### src/rtl/div_iterative_unit_pkg.sv
// Shared types and constants for the iterative signed divider.
package div_pkg;

    typedef enum logic [1:0] {
        IDLE = 2'd0,
        RUN  = 2'd1,
        FIX  = 2'd2,
        DONE = 2'd3
    } div_state_t;

    localparam int          DIV_WIDTH   = 32;
    localparam logic [31:0] DIV_INT_MIN = 32'h8000_0000;
    localparam logic [31:0] DIV_NEG_ONE = 32'hFFFF_FFFF;

endpackage

### src/rtl/div_iterative_unit_if.sv
// Handshake/data bundle between multdiv control and the divider.
// DIV_REMAINDER_EN adds the signed remainder output.
interface div_iterative_unit_if
    import div_pkg::*;
#(
    parameter int WIDTH = DIV_WIDTH
) ();

    logic             ctrl_DIV;
    logic [WIDTH-1:0] data_operandA;
    logic [WIDTH-1:0] data_operandB;
    logic [WIDTH-1:0] data_result;
    logic             data_exception;
    logic             data_resultRDY;
    logic             busy;
`ifdef DIV_REMAINDER_EN
    logic [WIDTH-1:0] data_remainder;
`endif

    modport master (
        output ctrl_DIV,
        output data_operandA,
        output data_operandB,
        input  data_result,
        input  data_exception,
        input  data_resultRDY,
`ifdef DIV_REMAINDER_EN
        input  data_remainder,
`endif
        input  busy
    );

    modport slave (
        input  ctrl_DIV,
        input  data_operandA,
        input  data_operandB,
        output data_result,
        output data_exception,
        output data_resultRDY,
`ifdef DIV_REMAINDER_EN
        output data_remainder,
`endif
        output busy
    );

endinterface

### src/rtl/div_iterative_unit_special_case_checker.sv
// Detects the divide cases that bypass iteration: zero divisor and INT_MIN / -1.
module div_special_case_checker
    import div_pkg::*;
#(
    parameter int WIDTH = DIV_WIDTH
) (
    input  logic [WIDTH-1:0] a,
    input  logic [WIDTH-1:0] b,
    output logic             div_by_zero,
    output logic             div_overflow
);

    localparam logic [WIDTH-1:0] INT_MIN = {1'b1, {(WIDTH-1){1'b0}}};

    assign div_by_zero  = (b == '0);
    assign div_overflow = (a == INT_MIN) && (b == '1);

endmodule

### src/rtl/div_iterative_unit.sv
// Sequential signed divider: restoring shift-subtract, one quotient bit per clock.
// Optional remainder output under DIV_REMAINDER_EN.
module div_iterative_unit
    import div_pkg::*;
#(
    parameter int WIDTH = DIV_WIDTH,
    parameter int CNT_W = 6
) (
    input logic                 clock,
    input logic                 reset_n,
    div_iterative_unit_if.slave bus
);

    // Magnitude is taken as unsigned, so |INT_MIN| stays representable.
    function automatic logic [WIDTH-1:0] abs_mag(input logic [WIDTH-1:0] x);
        return x[WIDTH-1] ? (~x + 1'b1) : x;
    endfunction

    function automatic logic [WIDTH-1:0] apply_sign(input logic [WIDTH-1:0] mag, input logic neg);
        return neg ? (~mag + 1'b1) : mag;
    endfunction

    div_state_t       state, state_n;
    logic [WIDTH-1:0] rem, q, divisor;
    logic [CNT_W-1:0] cnt;
    logic             sign_q;
    logic [WIDTH-1:0] result_r;
    logic             exception_r;
    logic             div_by_zero, div_overflow;
    logic [WIDTH:0]   shifted, trial;
    logic             trial_neg;
`ifdef DIV_REMAINDER_EN
    logic             sign_a;
    logic [WIDTH-1:0] remainder_r;
`endif

    div_special_case_checker #(.WIDTH(WIDTH)) u_special (
        .a            (bus.data_operandA),
        .b            (bus.data_operandB),
        .div_by_zero  (div_by_zero),
        .div_overflow (div_overflow)
    );

    assign shifted   = {rem, q[WIDTH-1]};
    assign trial     = shifted - {1'b0, divisor};
    assign trial_neg = trial[WIDTH];

    always_ff @(posedge clock or negedge reset_n) begin
        if (!reset_n) state <= IDLE;
        else          state <= state_n;
    end

    // A start pulse wins in every state: aborted work never reaches DONE.
    always_comb begin
        state_n            = state;
        bus.busy           = 1'b0;
        bus.data_resultRDY = 1'b0;
        if (bus.ctrl_DIV) begin
            state_n = (div_by_zero || div_overflow) ? DONE : RUN;
        end else begin
            unique case (state)
                IDLE: state_n = IDLE;
                RUN:  state_n = (cnt == CNT_W'(WIDTH-1)) ? FIX : RUN;
                FIX:  state_n = DONE;
                DONE: state_n = IDLE;
                default: state_n = IDLE;
            endcase
        end
        unique case (state)
            RUN, FIX: bus.busy = 1'b1;
            DONE:     bus.data_resultRDY = 1'b1;
            default:  ;
        endcase
    end

    always_ff @(posedge clock or negedge reset_n) begin
        if (!reset_n) begin
            rem         <= '0;
            q           <= '0;
            divisor     <= '0;
            cnt         <= '0;
            sign_q      <= 1'b0;
            result_r    <= '0;
            exception_r <= 1'b0;
`ifdef DIV_REMAINDER_EN
            sign_a      <= 1'b0;
            remainder_r <= '0;
`endif
        end else if (bus.ctrl_DIV) begin
            if (div_by_zero) begin
                result_r    <= '0;
                exception_r <= 1'b1;
`ifdef DIV_REMAINDER_EN
                remainder_r <= bus.data_operandA;
`endif
            end else if (div_overflow) begin
                result_r    <= bus.data_operandA;
                exception_r <= 1'b1;
`ifdef DIV_REMAINDER_EN
                remainder_r <= '0;
`endif
            end else begin
                q       <= abs_mag(bus.data_operandA);
                divisor <= abs_mag(bus.data_operandB);
                rem     <= '0;
                cnt     <= '0;
                sign_q  <= bus.data_operandA[WIDTH-1] ^ bus.data_operandB[WIDTH-1];
`ifdef DIV_REMAINDER_EN
                sign_a  <= bus.data_operandA[WIDTH-1];
`endif
            end
        end else if (state == RUN) begin
            rem <= trial_neg ? shifted[WIDTH-1:0] : trial[WIDTH-1:0];
            q   <= {q[WIDTH-2:0], ~trial_neg};
            cnt <= cnt + 1'b1;
        end else if (state == FIX) begin
            result_r    <= apply_sign(q, sign_q);
            exception_r <= 1'b0;
`ifdef DIV_REMAINDER_EN
            remainder_r <= apply_sign(rem, sign_a);
`endif
        end
    end

    assign bus.data_result    = result_r;
    assign bus.data_exception = exception_r;
`ifdef DIV_REMAINDER_EN
    assign bus.data_remainder = remainder_r;
`endif

endmodule

### src/flat_wrapper.sv
// flat-port wrapper written by rule: the top's interface ports become plain ports
module div_iterative_unit_flat import div_pkg::*;
#(
    parameter int WIDTH = DIV_WIDTH,
    parameter int CNT_W = 6
)
  (clock, reset_n, bus_ctrl_DIV, bus_data_operandA, bus_data_operandB, bus_data_result, bus_data_exception, bus_data_resultRDY, bus_busy);
  div_iterative_unit_if #(.WIDTH(WIDTH)) bus_i ();
  input logic clock;
  input logic reset_n;
  input wire logic [$bits(bus_i.ctrl_DIV)-1:0] bus_ctrl_DIV;
  input wire logic [$bits(bus_i.data_operandA)-1:0] bus_data_operandA;
  input wire logic [$bits(bus_i.data_operandB)-1:0] bus_data_operandB;
  output wire logic [$bits(bus_i.data_result)-1:0] bus_data_result;
  output wire logic [$bits(bus_i.data_exception)-1:0] bus_data_exception;
  output wire logic [$bits(bus_i.data_resultRDY)-1:0] bus_data_resultRDY;
  output wire logic [$bits(bus_i.busy)-1:0] bus_busy;
  assign bus_i.ctrl_DIV = bus_ctrl_DIV;
  assign bus_i.data_operandA = bus_data_operandA;
  assign bus_i.data_operandB = bus_data_operandB;
  assign bus_data_result = bus_i.data_result;
  assign bus_data_exception = bus_i.data_exception;
  assign bus_data_resultRDY = bus_i.data_resultRDY;
  assign bus_busy = bus_i.busy;
  div_iterative_unit #(.WIDTH(WIDTH), .CNT_W(CNT_W)) u_core (.clock(clock), .reset_n(reset_n), .bus(bus_i));
endmodule
### config.mk
export PLATFORM = sky130hd
export DESIGN_NAME = div_iterative_unit_flat
export DESIGN_NICKNAME = d
export VERILOG_FILES = /design/src/rtl/div_iterative_unit_pkg.sv /design/src/rtl/div_iterative_unit_if.sv /design/src/rtl/div_iterative_unit_special_case_checker.sv /design/src/rtl/div_iterative_unit.sv /design/src/flat_wrapper.sv
export SDC_FILE = /design/constraint.sdc
export NUM_CORES = 1
export LEC_CHECK = 0
export ABC_CLOCK_PERIOD_IN_PS = 8100
export BUFFER_PORTS_ARGS = -buffer_cell sky130_fd_sc_hd__clkbuf_2
export CAP_MARGIN = 40
export CORE_MARGIN = 4
export CORE_UTILIZATION = 65
export DETAILED_ROUTE_END_ITERATION = 7
export GPL_ROUTABILITY_DRIVEN = 0
export HOLD_SLACK_MARGIN = 0.15
export PLACE_DENSITY = 0.87
export SYNTH_ARGS = -nofsm -noshare
export SYNTH_HDL_FRONTEND = slang
export SYNTH_HIERARCHICAL = 1
export SYNTH_SLANG_ARGS = --single-unit
### constraint.sdc
create_clock -name clock -period 8.1 [get_ports clock]
set_clock_uncertainty 0.05 [all_clocks]
set_input_delay 1.62 -clock clock [delete_from_list [all_inputs] [get_ports clock]]
set_output_delay 1.62 -clock clock [all_outputs]
set_load 0.02 [all_outputs]
==> summary.md <==
| Metric | Value |
|---|---|
| Status | finished clean |
| Fmax | 168 MHz |
| P_int | just under 2 mW |
| Crit path DAT | approximately 6200 ps |
| Largest net degree at the start of global routing | ~90 |
| Layout area overhead | 12.0% |
| Ys async rst share | 100% |
| Quantity of hold-fixing buffers added after cts | 0 |
| CTS H-tree lvls | 4 |
| Post-synth EDFFs | 0 |
| R2R cell count | 13 |
| Core area | between 15,000 and 20,000 µm² |
| Initial Util | 66.0% |
| Placed Area | 10,600 µm² |
| Clk_lat worst skew | approximately 430 ps |
| # IOs | roughly 100 |
| Yosys warns | 6 |
| CTS root buffer | clkbuf_16 |
| Sink Count | between 100 and 150 |
| Die area | roughly 17,000 µm² |
| Die width | between 100 and 150 µm |
| First-pass GRT wire length | ~45,000 µm |
| CTS tree | yes |
| Switching Share | around two fifths |
| WHS Path Cells | 2 |
| Layout cell share with drive strength beyond 1 | around 14% |
| DR WL/cell | approximately 19 µm |
| Nets@finish | 1,380 |
| Most common cell in the netlist | nand2_1 |
| Seq. cell area | 3450 µm² |
| DP HPWL | just under 20,000 µm |
| Layout Utilization | between 70% and 80% |
| Max incr delay on CP | around 660 ps |
| Rel. slew slack | between 40% and 50% |
| Min-Delay Path Class | reg2reg |
| CP max stage cell | buf_4 |
| DR vias | ~9,800 |
| Drt drc | 0 |
| Total grt overflow | 0 |
| Multi-input gate area | 6100 µm² |
| Fillers | about 1,100 |
| Peak fanout along the critical path | 88 |
| Cells after DPL | between 1,000 and 1,500 |
| Final setup viols | 0 |
| Leading area contributor after synthesis | dfrtp_1 |
| CTS buffer count | 17 |
| Leak | 4.93 nW |
| Crit Path Class | in2reg |
| Final Critical Period | approximately 6000 ps |
| FP Rows | between 40 and 50 |
| Vias per cell | approximately 6.6 |
| CP startpoint kind | input port |
| CTS clk-pin slew, worst paths | ~60 ps |
| Slew @ Worst Pin | 835 ps |
| Total GRT Usage | approximately a third |
| Die H | ~130 µm |
| Netlist Area Pre-Place | around 10000 µm² |
| Area fraction of the dominant cell type after synthesis | around 35% |
| WP data required | approximately 8400 ps |
| RSZ-0062 raised after global routing | false |
| P per Cell Area | 293 nW/µm² |
| Synth Register Bits | around 140 |
| Mean Syn Cell Area | between 8 and 9 µm² |
| Wirelength, routed | 27,800 µm |
| Share of total power in combinational logic | between 40% and 50% |
| Setup TNS | 0 ps |
| Net switching power figure | around 1.3 mW |
| Detail Route Antenna Nets | 0 |
| Final Cycle Share | about three quarters |
| Endpoint type of the worst setup path | flip-flop |
| Buffers added on ports | around 100 |
| Post-synth top cells | nand2_1, dfrtp_1, o21ai_0, xor2_1, a21oi_1 |
| Diodes inserted | 0 |
| Syn_nets | ~1,300 |
| Crit-path cells | clkbuf_2 -> or4_1 -> or4_1 -> nor4_2 -> nor2_1 -> nand2_2 -> buf_4 -> nand2_1 -> nor2_4 -> buf_4 -> mux2_2 |
| Clk network pwr share | between 20% and 30% |
| Largest cells by area after synthesis | dfrtp_1, xor2_1, o21ai_0, nand2_1, ha_1 |
| Hold Fails Final Rpt | 0 |
| Initial DRC Count | 1,254 |
| TritonRoute pass-1 iters | 6 |
| Share of power burned in registers | 29.8% |
| Initial antenna violation count | 1 |
| Resize count post-CTS | 0 |
| Sequential-to-total area share from yosys stat | around a third |
| Post-CTS setup buffers | 0 |
| Final Cell Area | around 11,000 µm² |
| Vias in the first global route | around 9,100 |
| Unique masters post-synth | between 60 and 70 |
| Non-Filler Instances | 1,474 |
| Clock buffer depth | 2 |
| Ys flop type | dfrtp_1 |
| Slew Viols, Final | 0 |
| Syn Inst Count | between 1,000 and 1,500 |
| Maximum vdd drop | 0.000186 V |
| Max-cap viol count | 0 |
per-stage QoR:
step / hold slack (ps) / setup slack, ps / total power [mW]
CTS: 434 / 2280 / 3.25
detailed placement: 420 / 1910 / 2.44
finish: 431 / 2150 / 3.28
global route: 454 / 1920 / 3.48
floorplan: 400 / 3570 / 2.10
global placement: 410 / 1990 / 2.39
placed cells by master (no fill, tap or decap), drive strengths merged, types with 7 or more instances in the layout:
| cell type | n |
|---|---|
| o21a | 25 |
| and3 | 8 |
| a21oi | 62 |
| mux2 | 14 |
| a21o | 20 |
| mux2i | 26 |
| nand2 | 169 |
| or3 | 13 |
| buf | 13 |
| o21ai | 146 |
| nor3 | 14 |
| clkbuf | 117 |
| nor4 | 21 |
| or4 | 12 |
| o22ai | 10 |
| o221ai | 22 |
| nand2b | 7 |
| nand4 | 21 |
| nor2 | 60 |
| o31ai | 23 |
| a31oi | 10 |
| nor2b | 8 |
| xnor2 | 30 |
| nand3 | 36 |
| inv | 61 |
| ha | 39 |
| xor2 | 75 |
| o211ai | 13 |
| dfrtp | 138 |
| o41ai | 10 |
per-layer routing:
layer,vias up,part of all wire (%),GRT usage (%)
met5,-,0,0
met4,0,2.7,12.0
met3,79,9.7,6.72
met2,567,45,48.5
met1,4629,43,43.6
li1,4509,-,-
registers in the layout (all words and copies together) (netlist names):
| name | count |
|---|---|
| u_core/bus.data_result | 32 |
| u_core/q | 32 |
| u_core/cnt | 6 |
| u_core/state | 2 |
| u_core/sign_q | 1 |
| u_core/rem | 32 |
| u_core/bus.data_exception | 1 |
| u_core/divisor | 32 |
cell type report:
cell class / instances / share of cell area [%]
Clock inverter: 14 / 1.42
Inverter: 55 / 1.84
Timing Repair Buffer: 112 / 5.42
Sequential cell: 138 / 30.8
Multi-Input combinational cell: 949 / 54.5
Tap cell: 188 / 2.10
Clock buffer: 18 / 3.92
worst paths after layout:
kind	startpoint	end	slack, ps
min	u_core/divisor[21]	u_core/divisor[21]	430
max in group asynchronous	reset_n	u_core/divisor[20]	5580
min in group asynchronous	reset_n	u_core/rem[18]	1180
max	bus_data_operandA[5]	u_core/bus.data_result[7]	2150
min reg2reg	u_core/divisor[21]	u_core/divisor[21]	430
max reg2reg	u_core/q[31]	u_core/q[0]	4150
cells by family (layout without fill, tap and decap cells):
logic type | after synthesis | count (layout) | synth area share (%)
flip-flops | 138 | 138 | 34.6
AND/OR/NAND/NOR | 392 | 392 | 18.9
XOR/XNOR | 105 | 105 | 9.20
buffers and inverters | 118 | 199 | 4.63
adder cells (fa/ha/maj) | 40 | 40 | 5.08
AO/OA/AOI/OAI | 372 | 372 | 23.4
multiplexers | 40 | 40 | 4.18
critical path: cells and delay by family:
kind,cells,cell delay [ps]
buf+inv,3,1250
mux,1,380
simple gates,7,2930
power groups by stage:
stage / Combinational, mW / Clock, mW / Sequential, mW
after floorplan: 1.11 / 0 / 0.994
after global placement: 1.41 / 0 / 0.976
after detailed placement: 1.46 / 0 / 0.981
after CTS: 1.48 / 0.796 / 0.973
after global routing: 1.65 / 0.833 / 0.996
final: 1.51 / 0.791 / 0.978
Power figures use the tool's default switching activity.
